$ cat src/rtl/fetch_pkg.sv
// Shared types and constants for the instruction-fetch stage.
package fetch_pkg;

  localparam int PC_W = 32;
  localparam logic [PC_W-1:0] NOP_INSTR = 32'h0;
  localparam logic [PC_W-1:0] RESET_PC  = 32'h0;

  typedef enum logic [1:0] {
    NPC_SEQ,
    NPC_HOLD,
    NPC_JUMP,
    NPC_BRANCH
  } npc_sel_t;

  // Redirect targets are always forced onto a word boundary.
  function automatic logic [PC_W-1:0] align_word(input logic [PC_W-1:0] addr);
    return addr & ~32'h3;
  endfunction

endpackage

$ cat src/rtl/fetch_stage_if.sv
// Fetch-stage bus: instruction memory port, hazard/redirect inputs, IF/ID outputs.
interface fetch_if;
  import fetch_pkg::*;

  logic [PC_W-1:0] pc_o;
  logic [31:0]     instr_i;
  logic            stall_i;
  logic            jump_i;
  logic [PC_W-1:0] jump_pc_i;
  logic            branch_i;
  logic [PC_W-1:0] branch_pc_i;
  logic [31:0]     ifid_instr_o;
  logic [PC_W-1:0] ifid_pc4_o;
  logic            ifid_valid_o;
  logic            end_o;
  logic            misalign_o;
  logic [31:0]     fetch_cnt_o;

  modport master (
    output pc_o, ifid_instr_o, ifid_pc4_o, ifid_valid_o, end_o, misalign_o, fetch_cnt_o,
    input  instr_i, stall_i, jump_i, jump_pc_i, branch_i, branch_pc_i
  );

  modport slave (
    input  pc_o, ifid_instr_o, ifid_pc4_o, ifid_valid_o, end_o, misalign_o, fetch_cnt_o,
    output instr_i, stall_i, jump_i, jump_pc_i, branch_i, branch_pc_i
  );

endinterface

$ cat src/rtl/fetch_stage_pc_reg.sv
// Program counter register with hold enable and async active-low reset.
module pc_reg
  import fetch_pkg::*;
(
  input  logic            clk,
  input  logic            rst_n,
  input  logic            hold,
  input  logic [PC_W-1:0] load_val,
  output logic [PC_W-1:0] pc
);

  always_ff @(posedge clk or negedge rst_n) begin
    if (!rst_n)
      pc <= RESET_PC;
    else if (!hold)
      pc <= load_val;
  end

endmodule

$ cat src/rtl/fetch_stage.sv
// MIPS instruction-fetch stage: PC sequencing, redirects, stalls and the IF/ID register.
module fetch_stage
  import fetch_pkg::*;
#(
  parameter int MEM_DEPTH = 32
) (
  input  logic   clk_i,
  input  logic   rst_i,
  fetch_if.master bus
);

  localparam logic [PC_W-1:0] FETCH_LIMIT = PC_W'(4 * MEM_DEPTH);

  npc_sel_t        npc_sel;
  logic [PC_W-1:0] pc;
  logic [PC_W-1:0] pc_plus4;
  logic [PC_W-1:0] next_pc;
  logic            past_end;
  logic            stall_hold;
  logic            misalign_hit;

  assign pc_plus4   = pc + 32'd4;
  assign past_end   = (pc >= FETCH_LIMIT);
  assign stall_hold = bus.stall_i && !bus.branch_i;

  always_comb begin
    npc_sel = NPC_SEQ;
    if (bus.branch_i)
      npc_sel = NPC_BRANCH;
    else if (bus.stall_i)
      npc_sel = NPC_HOLD;
    else if (bus.jump_i)
      npc_sel = NPC_JUMP;
    else if (past_end)
      npc_sel = NPC_HOLD;
  end

  always_comb begin
    next_pc = pc;
    case (npc_sel)
      NPC_SEQ:    next_pc = pc_plus4;
      NPC_JUMP:   next_pc = align_word(bus.jump_pc_i);
      NPC_BRANCH: next_pc = align_word(bus.branch_pc_i);
      default:    next_pc = pc;
    endcase
  end

  // Only redirects that actually take effect can flag a misaligned target.
  assign misalign_hit = ((npc_sel == NPC_BRANCH) && (bus.branch_pc_i[1:0] != 2'b00)) ||
                        ((npc_sel == NPC_JUMP)   && (bus.jump_pc_i[1:0]   != 2'b00));

  pc_reg u_pc_reg (
    .clk      (clk_i),
    .rst_n    (rst_i),
    .hold     (npc_sel == NPC_HOLD),
    .load_val (next_pc),
    .pc       (pc)
  );

  always_ff @(posedge clk_i or negedge rst_i) begin
    if (!rst_i) begin
      bus.ifid_instr_o <= NOP_INSTR;
      bus.ifid_pc4_o   <= '0;
      bus.ifid_valid_o <= 1'b0;
      bus.fetch_cnt_o  <= '0;
      bus.misalign_o   <= 1'b0;
    end else begin
      if (misalign_hit)
        bus.misalign_o <= 1'b1;
      if (npc_sel == NPC_SEQ) begin
        bus.ifid_instr_o <= bus.instr_i;
        bus.ifid_pc4_o   <= pc_plus4;
        bus.ifid_valid_o <= 1'b1;
        bus.fetch_cnt_o  <= bus.fetch_cnt_o + 32'd1;
      end else if (!stall_hold) begin
        // Redirect or fetch past the window: insert a bubble.
        bus.ifid_instr_o <= NOP_INSTR;
        bus.ifid_pc4_o   <= '0;
        bus.ifid_valid_o <= 1'b0;
      end
    end
  end

  assign bus.pc_o  = pc;
  assign bus.end_o = past_end;

endmodule

$ cat src/flat_wrapper.sv
// flat-port wrapper written by rule: the top's interface ports become plain ports
module fetch_stage_flat import fetch_pkg::*;
#(
  parameter int MEM_DEPTH = 32
)
  (clk_i, rst_i, bus_pc_o, bus_ifid_instr_o, bus_ifid_pc4_o, bus_ifid_valid_o, bus_end_o, bus_misalign_o, bus_fetch_cnt_o, bus_instr_i, bus_stall_i, bus_jump_i, bus_jump_pc_i, bus_branch_i, bus_branch_pc_i);
  fetch_if bus_i ();
  input  logic clk_i;
  input  logic rst_i;
  output wire logic [$bits(bus_i.pc_o)-1:0] bus_pc_o;
  output wire logic [$bits(bus_i.ifid_instr_o)-1:0] bus_ifid_instr_o;
  output wire logic [$bits(bus_i.ifid_pc4_o)-1:0] bus_ifid_pc4_o;
  output wire logic [$bits(bus_i.ifid_valid_o)-1:0] bus_ifid_valid_o;
  output wire logic [$bits(bus_i.end_o)-1:0] bus_end_o;
  output wire logic [$bits(bus_i.misalign_o)-1:0] bus_misalign_o;
  output wire logic [$bits(bus_i.fetch_cnt_o)-1:0] bus_fetch_cnt_o;
  input wire logic [$bits(bus_i.instr_i)-1:0] bus_instr_i;
  input wire logic [$bits(bus_i.stall_i)-1:0] bus_stall_i;
  input wire logic [$bits(bus_i.jump_i)-1:0] bus_jump_i;
  input wire logic [$bits(bus_i.jump_pc_i)-1:0] bus_jump_pc_i;
  input wire logic [$bits(bus_i.branch_i)-1:0] bus_branch_i;
  input wire logic [$bits(bus_i.branch_pc_i)-1:0] bus_branch_pc_i;
  assign bus_pc_o = bus_i.pc_o;
  assign bus_ifid_instr_o = bus_i.ifid_instr_o;
  assign bus_ifid_pc4_o = bus_i.ifid_pc4_o;
  assign bus_ifid_valid_o = bus_i.ifid_valid_o;
  assign bus_end_o = bus_i.end_o;
  assign bus_misalign_o = bus_i.misalign_o;
  assign bus_fetch_cnt_o = bus_i.fetch_cnt_o;
  assign bus_i.instr_i = bus_instr_i;
  assign bus_i.stall_i = bus_stall_i;
  assign bus_i.jump_i = bus_jump_i;
  assign bus_i.jump_pc_i = bus_jump_pc_i;
  assign bus_i.branch_i = bus_branch_i;
  assign bus_i.branch_pc_i = bus_branch_pc_i;
  fetch_stage #(.MEM_DEPTH(MEM_DEPTH)) u_core (.clk_i(clk_i), .rst_i(rst_i), .bus(bus_i));
endmodule
$ cat config.mk
export PLATFORM = sky130hd
export DESIGN_NAME = fetch_stage_flat
export DESIGN_NICKNAME = d
export VERILOG_FILES = /design/src/rtl/fetch_pkg.sv /design/src/rtl/fetch_stage_if.sv /design/src/rtl/fetch_stage_pc_reg.sv /design/src/rtl/fetch_stage.sv /design/src/flat_wrapper.sv
export SDC_FILE = /design/constraint.sdc
export NUM_CORES = 1
export LEC_CHECK = 0
export BUFFER_PORTS_ARGS = -buffer_cell sky130_fd_sc_hd__buf_2
export CORE_UTILIZATION = 25
export DETAILED_ROUTE_END_ITERATION = 16
export REMOVE_ABC_BUFFERS = 1
export SYNTH_ARGS = -nofsm -noshare
export SYNTH_HDL_FRONTEND = slang
export SYNTH_SLANG_ARGS = --single-unit
$ cat constraint.sdc
create_clock -name clk_i -period 3.6 [get_ports clk_i]
set_input_delay 0.36 -clock clk_i [delete_from_list [all_inputs] [get_ports clk_i]]
set_output_delay 0.36 -clock clk_i [all_outputs]
set_load 0.005 [all_outputs]
== Word level (Yosys, flattened, before mapping) ==
Cells that the tools add are included.

* Reduce and logical (&&, ||, !) cells: 10
* Add/subtract/negate cells: 2
* Eq/ne operators: 4
* Bitwise gates (word level): 1
* $lt $le $gt $ge: 1
* Multiplexer cells: 10

{| class="wikitable"
|+ Operators by type and width
! cell !! number
|-
| $mux W32 || 3
|-
| $pmux W32 S3 || 1
|-
| $add A32 B1 Y32 const B || 1
|-
| $add A32 B3 Y32 const B || 1
|-
| $ge A32 B8 Y1 const B || 1
|-
| $mux W2 || 3
|-
| $eq A2 B2 Y1 const B || 2
|-
| $reduce_bool A2 Y1 || 2
|-
| $logic_and A1 B1 Y1 || 3
|-
| $mux W1 || 3
|-
| $reduce_bool A3 Y1 || 1
|-
| $eq A2 B1 Y1 const B || 1
|-
| $logic_not A2 Y1 || 1
|-
| $ne A2 B2 Y1 const B || 1
|-
| $reduce_and A2 Y1 || 1
|-
| $logic_not A1 Y1 || 1
|-
| $logic_or A1 B1 Y1 || 1
|-
| $not A1 Y1 || 1
|}

* Bits in registers: 130
* Logic and storage cells: 34
* Output and inout bits: 131

== Longest topological paths before layout ==
Gate-level depths: netlist of run 1.

* Depth in word-level cells: 8
* Mapped depth: 8

== Modules after synthesis ==
From an unflattened synthesis of run 1, not the netlist that was laid out.

* Cells, all modules: 459
* Area total of the unflattened synthesis: 5761.8 µm²

{| class="wikitable"
|+ By module, submodules not included
! module !! cells an instance !! times used !! seq. area each (µm²) !! area each (µm²)
|-
| fetch_stage || 391 || 1 || 2452.4 || 4416.7
|-
| pc_reg || 68 || 1 || 800.8 || 1345.0
|}

== Least setup slack after synthesis of run 1 ==
Ideal clock, no wire load.

* Path kind: register to register
* Start: reg u_core.u_pc_reg.pc[12]
* End: reg u_core.bus.fetch_cnt_o[19]
* Setup time: 0.124 ns
* Stages on the path, launching flop included: 6
* Path slack: 1.659 ns
* Buffers on the path: 0
* Data arrival time: 1.817 ns
* Path through: dfrtp_1 nor4_1 nand4_1 nor4_2 nand4_1 xnor2_1

* Longest elaborated chain between the ends: 6

{| class="wikitable"
|+ RTL lines
! element !! RTL line !! source
|-
| start: declaration || fetch_stage_pc_reg.sv:9 || <nowiki>output logic [PC_W-1:0] pc</nowiki>
|-
| start signal: assignment || fetch_stage_pc_reg.sv:16 || <nowiki>pc <= load_val;</nowiki>
|-
| $ge A32 B8 Y1 || fetch_stage.sv:23 || <nowiki>assign past_end = (pc >= FETCH_LIMIT);</nowiki>
|-
| $mux W1 || fetch_stage.sv:34 || <nowiki>else if (past_end)</nowiki>
|-
| $mux W2 || fetch_stage.sv:32 || <nowiki>else if (bus.jump_i)</nowiki>
|-
| $mux W2 || fetch_stage.sv:30 || <nowiki>else if (bus.stall_i)</nowiki>
|-
| $mux W2 || fetch_stage.sv:28 || <nowiki>if (bus.branch_i)</nowiki>
|-
| $logic_not A2 Y1 || fetch_stage.sv:70 || <nowiki>if (npc_sel == NPC_SEQ) begin</nowiki>
|-
| end signal: assignment || fetch_stage.sv:74 || <nowiki>bus.fetch_cnt_o <= bus.fetch_cnt_o + 32'd1;</nowiki>
|-
| end: declaration || fetch_stage_if.sv:20 || <nowiki>output pc_o, ifid_instr_o, ifid_pc4_o, ifid_valid_o, end_o, misalign_o, fetch_cnt_o,</nowiki>
|}

No other way between the ends.
A chain may end at the register's enable or synchronous reset.

== Worst setup path in the final report of run 1 ==
* Start: reg u_core.u_pc_reg.pc[24]
* End: reg u_core.u_pc_reg.pc[21]

* Longest elaborated chain between the ends: 8

{| class="wikitable"
|+ RTL lines
! element !! RTL line !! source
|-
| $ge A32 B8 Y1 * || fetch_stage.sv:23 ||
|-
| $mux W1 * || fetch_stage.sv:34 ||
|-
| $mux W2 * || fetch_stage.sv:32 ||
|-
| $mux W2 * || fetch_stage.sv:30 ||
|-
| $mux W2 * || fetch_stage.sv:28 ||
|-
| $eq A2 B2 Y1, or another cell as far along || fetch_stage.sv:40 || <nowiki>case (npc_sel)</nowiki>
|-
| $reduce_bool A3 Y1 (no line) / $not A1 Y1 (equally long branches) || -- ||
|-
| $reduce_and A2 Y1 (no line) || -- ||
|}

Mark *: on every way between the ends. The rest lies on a longest branch, timed or not.

==> results_dict.tcl, run 1 <==
set metrics [dict create \
    outcome "finished, final reports clean" \
    synth_flop_cell "dfrtp_1" \
    final_area_um2 7180 \
    report.final.slew_viol_count 0 \
    grt_first_pass_wirelength_mm 23.2 \
    p_seq_frac 0.427 \
    synth_compound_gate_area_share 0.132 \
    synth_top_area_frac 0.616 \
    cts-buffers-inserted 17 \
    ir_drop_v 0.000283 \
    syn-instance-count 433 \
    synth_enable_flop_cells 0 \
    worstSetupPathType "reg -> reg" \
    leakage_uw 0.00384 \
    cts_buffer_depth 2 \
    yosys.area.top_type "dfrtp_1" \
    ys_warn_count 0 \
    die_y_um 145 \
    pwr-share-comb 0.064 \
    synthAdderAreaFrac 0.00733 \
    switching_share 0.230 \
    power_density_nw_per_um2 485 \
    cts_tree "yes" \
    nNetsFinal 766 \
    top_regs "u_core.bus.fetch_cnt_o: 32 flops, u_core.bus.ifid_instr_o: 32 flops" \
    start_util 0.259 \
    cts_resized 0 \
    grtUsageTotal 0.140 \
    htree_levels 4 \
    p_sw_uw 801 \
    ys_ff_latch 126 \
    path_cells "nor4_1, nand4_1, o41a_1, a222oi_1, inv_1" \
    rows 51 \
    finalSetupViolCount 0 \
    first_pass_iters 7 \
    die_x_um 145 \
    die_area_um2 21100 \
    finalWeightedCongestion 0.726 \
    worstSkewPairLatency_ns 0.42 \
    crit_slowest_cell "o41a_1" \
    root_buffer "clkbuf_16" \
    period_minus_slack_ns 2.89 \
    io_buffer_count 227 \
    synth-seq-area-share 0.616 \
    place_hpwl_mm 10.1 \
    drc 0 \
    grt_max_degree 97 \
    r2r_slack_ns 0.71 \
    postRouteAntennaNets 0 \
    core_region_area_um2 19800 \
    nFillCells 2004 \
    fmax_ghz 0.346 \
    avgSynthCellArea_um2 11.8 \
    wl_per_cell_um 15.0 \
    yosys.area_share.simple 0.136 \
    p_int_uw 2680 \
    muxShareOfSynthArea 0 \
    grt_pass1_vias 4368 \
    synthDistinctLibCells 31 \
    hold_viol 0 \
    clk_pin_slew_worst_paths_ns 0.06 \
    io_pins 232 \
    via_per_inst 4.52 \
    rsz0062_at_grt "false" \
    maxCapViolations 0 \
    hp-class "in -> async" \
    netlist_top_cells_area "dfrtp_1 62%, a22o_1 5.8%, a222oi_1 5.3%, xnor2_1 4.3%, and2_1 3.5%" \
    max_slew_margin 0.171 \
    cp-end-kind "register" \
    drt_iter0_drc 273 \
    synth_area_um2 5120 \
    finalSetupTns_ns 0 \
    synth-xor-area-share 0.0598 \
    p_clk_frac 0.508 \
    post-cts-setup-buffer-count 0 \
    cpPeakStageDelay_ns 0.95 \
    clock_sinks 126 \
    critical_path_arrival_ns 3.18 \
    clock-skew-final_ns 0.0165 \
    dpl_cell_area_um2 6560 \
    ctsHoldBuffers 0 \
    cp-start-kind "register" \
    drive_above_1_share 0.401 \
    ys_async_sr_fraction 1.00 \
    synth_top_family_by_area "simple AND/OR/NAND/NOR gates" \
    drt-total-wl_mm 14.1 \
    crit_fanout 30 \
    cp.required_ns 3.89 \
    grt_overflow 0 \
    antenna_found_initial 0 \
    worst_pin_slew_ns 1.24 \
    areaGrowthSynthToFinish_pct 40.1 \
    num_antenna_cells 0 \
    via_count 4253 \
    period_share 0.802 \
]
==> cells by family (layout without fill, tap and decap cells) <==
logic type | count (synthesis) | in the layout
other | 1 | 4
AND/OR/NAND/NOR | 129 | 129
buffers and inverters | 61 | 300
XOR/XNOR | 35 | 35
adder cells (fa/ha/maj) | 3 | 3
AO/OA/AOI/OAI | 78 | 78
flip-flops | 126 | 126
==> synth_stat cells (2+ instances only) <==
library cell,n
dfrtp_1,126
a22o_1,34
inv_1,33
and2_1,29
a222oi_1,27
nand2_1,26
xnor2_1,25
clkbuf_1,18
nand4_1,17
nor2_1,15
nand3_1,14
xor2_1,10
nor4_1,8
o21ai_0,8
nor3_1,7
buf_2,6
and3_1,5
buf_4,4
and4_1,3
ha_1,3
a21oi_1,2
a22oi_1,2
o211ai_1,2
or3_1,2
==> cell usage in the layout, fill, tap and decap left out, drive strengths merged <==
cell | synthesis | layout
bufinv | 0 | 3
a211o | 1 | 1
clkinvlp | 0 | 5
ha | 3 | 3
a22oi | 2 | 2
nand3 | 14 | 14
and4 | 3 | 3
clkinv | 0 | 4
clkbuf | 18 | 19
nor3b | 1 | 1
nand4 | 17 | 17
a22o | 34 | 34
and2 | 29 | 29
o211ai | 2 | 2
a222oi | 27 | 27
buf | 10 | 235
dfrtp | 126 | 126
conb | 1 | 4
xnor2 | 25 | 25
o21ai | 8 | 8
xor2 | 10 | 10
o41a | 1 | 1
nor3 | 7 | 7
inv | 33 | 34
a21oi | 2 | 2
nand2 | 26 | 26
nand3b | 1 | 1
and3 | 5 | 5
a21o | 1 | 1
nor2 | 15 | 15
nor4 | 9 | 9
or3 | 2 | 2
==> per-stage QoR <==
stage	power [uW]	worst slack (ns)	utilization	hold WS, ns	std cells
2_1_floorplan	1580	0.533	-	0.0644	408
3_3_place_gp	1740	0.874	0.332	0.452	908
3_5_place_dp	1740	0.674	0.332	0.451	908
4_1_cts	3540	0.670	0.363	0.0683	940
5_1_grt	3620	0.481	0.363	0.0921	940
6_report	3480	0.713	0.363	0.0407	940
==> area by class of cell <==
cell class,count,area (um2),area share
Clock buffer,19,453,0.0631
Inverter,33,124,0.0173
Multi-Input combinational cell,249,1750,0.244
Tap cell,265,332,0.0462
Timing Repair Buffer,235,1200,0.168
Clock inverter,13,164,0.0228
Sequential cell,126,3150,0.439
==> worst max-delay path: cells and delay by family (launching register included) <==
kind                   cells  cell delay, ns
DFF                        1            0.39
buffers and inverters      1            0.07
AOI/OAI and AO/OA          2            1.41
and+or+nand+nor            2            0.89
==> final timing paths <==
check                                                start                     endpoint  cells past startpoint
worst min-delay path                                 rst_i       u_core.u_pc_reg.pc[31]                      1
max in group asynchronous                            rst_i  u_core.bus.ifid_instr_o[21]                      2
worst max-delay path                u_core.u_pc_reg.pc[24]       u_core.u_pc_reg.pc[21]                      5
min in group clk_i                          bus_instr_i[9]   u_core.bus.ifid_instr_o[9]                      2
worst max register to register      u_core.u_pc_reg.pc[24]       u_core.u_pc_reg.pc[21]                      5
worst min register to register  u_core.bus.fetch_cnt_o[31]   u_core.bus.fetch_cnt_o[31]                      1
==> routing by layer <==
metal / routed length, um / up-vias / track usage / share of wire
met5: 0 / - / 0 / 0
met4: 219 / 0 / 0.0547 / 0.016
met3: 1040 / 16 / 0.0447 / 0.074
met2: 6420 / 205 / 0.221 / 0.46
met1: 6380 / 2017 / 0.177 / 0.45
li1: - / 2015 / - / -
==> power groups by stage <==
stage,clock [uW],combinational [uW],sequential (uW)
2_1_floorplan,0,72.7,1510
4_1_cts,1830,229,1490
5_1_grt,1880,254,1490
3_5_place_dp,0,228,1510
3_3_place_gp,0,229,1510
6_report,1770,224,1490
(Power assumes the default switching activity.)
==> run 2, diff against run 1 <==
Clock period 3.6 ns to 2.6 ns, I/O delays scaled along.
==> run 2 against run 1 <==
Critical path depth grew 1. Hold slack gained 0.029 ns. Largest cell class unchanged. Wire length grew 2.4%. Critical path type is now reg -> out. Via count shrank 0.38%. Combinational power grew 45%. Cell count grew 0.32%. Clock skew shrank 0.0068 ns.
==> results_dict.tcl, run 2 (same netlist as run 1, synthesis figures left out) <==
set metrics [dict create \
    outcome "finished, final reports clean" \
    dp.cells 913 \
    cts_buffer_depth 2 \
    critical_path_arrival_ns 2.13 \
    nNetsFinal 772 \
    worstSkewPairLatency_ns 0.41 \
    hp-class "in -> reg" \
    final_common_cell "buf_2" \
    antenna_found_initial 1 \
    period_share 0.919 \
    clk_pin_slew_worst_paths_ns 0.06 \
    worst_pin_slew_ns 0.585 \
    cts_resized 0 \
    nFillCells 1989 \
    rr_worst_depth 6 \
    hold_start "bus_instr_i[18]" \
    grt_pass1_vias 4377 \
    place_hpwl_mm 10.1 \
    io_buffer_count 227 \
    grt_max_degree 61 \
    fmax_ghz 0.419 \
    die_area_um2 21100 \
    hold_viol 0 \
    layout.cells.non_filler 943 \
    holdWs_ns 0.0695 \
    rsz0062_at_grt "false" \
    num_antenna_cells 0 \
    areaGrowthSynthToFinish_pct 41.2 \
    period_minus_slack_ns 2.39 \
    io_pins 232 \
    finalSetupTns_ns 0 \
    leakage_uw 0.00388 \
    cp.required_ns 2.34 \
    drt_iter0_drc 340 \
    critPathLaunch "u_core.u_pc_reg.pc[24]" \
    cp-end-kind "primary output" \
    drc 0 \
    drt-total-wl_mm 14.4 \
    root_buffer "clkbuf_16" \
    start_util 0.259 \
    report.final.slew_viol_count 0 \
    final_cell_mix "226 x buf_2, 126 x dfrtp_1, 34 x a22o_1" \
    post-cts-setup-buffer-count 0 \
    first_pass_iters 6 \
    htree_levels 4 \
    reg2reg_from "u_core.u_pc_reg.pc[12]" \
    maxCapViolations 0 \
    die_y_um 145 \
    power_density_nw_per_um2 661 \
    die_x_um 145 \
    worstSetupPathType "reg -> out" \
    dpl_cell_area_um2 6640 \
    hold_depth 2 \
    core_region_area_um2 19800 \
    grt_first_pass_wirelength_mm 23.4 \
    wl_per_cell_um 15.3 \
    p_total_uw 4780 \
    finalSetupViolCount 0 \
    cts_tree "yes" \
    grt_overflow 0 \
    top_regs "u_core.bus.fetch_cnt_o: 32 flops, u_core.bus.ifid_instr_o: 32 flops" \
    postRouteAntennaNets 0 \
    clock_sinks 126 \
    via_per_inst 4.49 \
    crit_fanout 4 \
    cp-start-kind "register" \
    cts-buffers-inserted 17 \
    drive_above_1_share 0.400 \
    rows 51 \
    final_area_um2 7230 \
    grtUsageTotal 0.142 \
    ir_drop_v 0.000394 \
    finalWeightedCongestion 0.748 \
    via_count 4237 \
    clock-skew-final_ns 0.00974 \
    max_slew_margin 0.610 \
]
[run 2: cell count changes in the layout (fill, tap and decap cells not counted)]
cell and change:
buf_12 +3, buf_4 +2, clkbuf_1 +2, clkbuf_8 +1, clkinv_2 +1, clkinv_4 -2
clkinvlp_4 -4, dlygate4sd3_1 +1, inv_6 -1
[run 2: layer usage]
layer / global-route usage / part of all wire / up-vias
met5: 0 / 0.00056 / -
li1: - / - / 2030
met1: 0.178 / 0.44 / 1979
met2: 0.225 / 0.47 / 210
met3: 0.0500 / 0.084 / 16
met4: 0.0516 / 0.012 / 2
[run 2: path summary, 6_finish.rpt]
kind | end | slack, ns
max reg2reg | u_core.bus.fetch_cnt_o[15] | 0.36
max in group asynchronous | u_core.bus.ifid_pc4_o[12] | 1.52
max | bus_end_o | 0.21
min reg2reg | u_core.bus.fetch_cnt_o[31] | 0.47
min in group asynchronous | u_core.u_pc_reg.pc[9] | 0.39
min | u_core.bus.ifid_instr_o[18] | 0.07
[run 2: per-stage QoR]
| step | util | setup WS [ns] |
|---|---|---|
| floorplan | - | -0.467 |
| global placement | 0.335 | 0.374 |
| detailed placement | 0.335 | 0.316 |
| CTS | 0.366 | 0.137 |
| global route | 0.366 | 0.0734 |
| finish | 0.366 | 0.211 |
[run 2: power by group]
group	total, uW	leakage (uW)	internal, uW	switching [uW]
Combinational	325	0.00190	150	175
Sequential	2060	0.00169	2010	47.2
Clock	2400	0.000288	1560	832
Total	4780	0.00388	3720	1050
[run 2: critical path, stage by stage (launching register included)]
cell and delay (ns):
dfrtp_1 0.38, nor4_1 0.32, buf_4 0.17, nand4_1 0.13
buf_4 0.21, or3_1 0.36, buf_2 0.14
[run 2: cell type report]
| cell class | count | area, um2 | share of cell area |
|---|---|---|---|
| clock inverter | 7 | 113 | 0.0156 |
| timing repair buffer | 241 | 1290 | 0.178 |
| tap | 265 | 332 | 0.0458 |
| sequential | 126 | 3150 | 0.436 |
| multi-input combinational | 249 | 1750 | 0.242 |
| inverter | 33 | 124 | 0.0171 |
| clock buffer | 22 | 474 | 0.0656 |
[run 2: what timing repair did]
item                                    4_1_cts  5_1_grt
hold endpoints to repair                     58        0
endpoints found under the setup margin        0        0
hold buffers                                  1        0
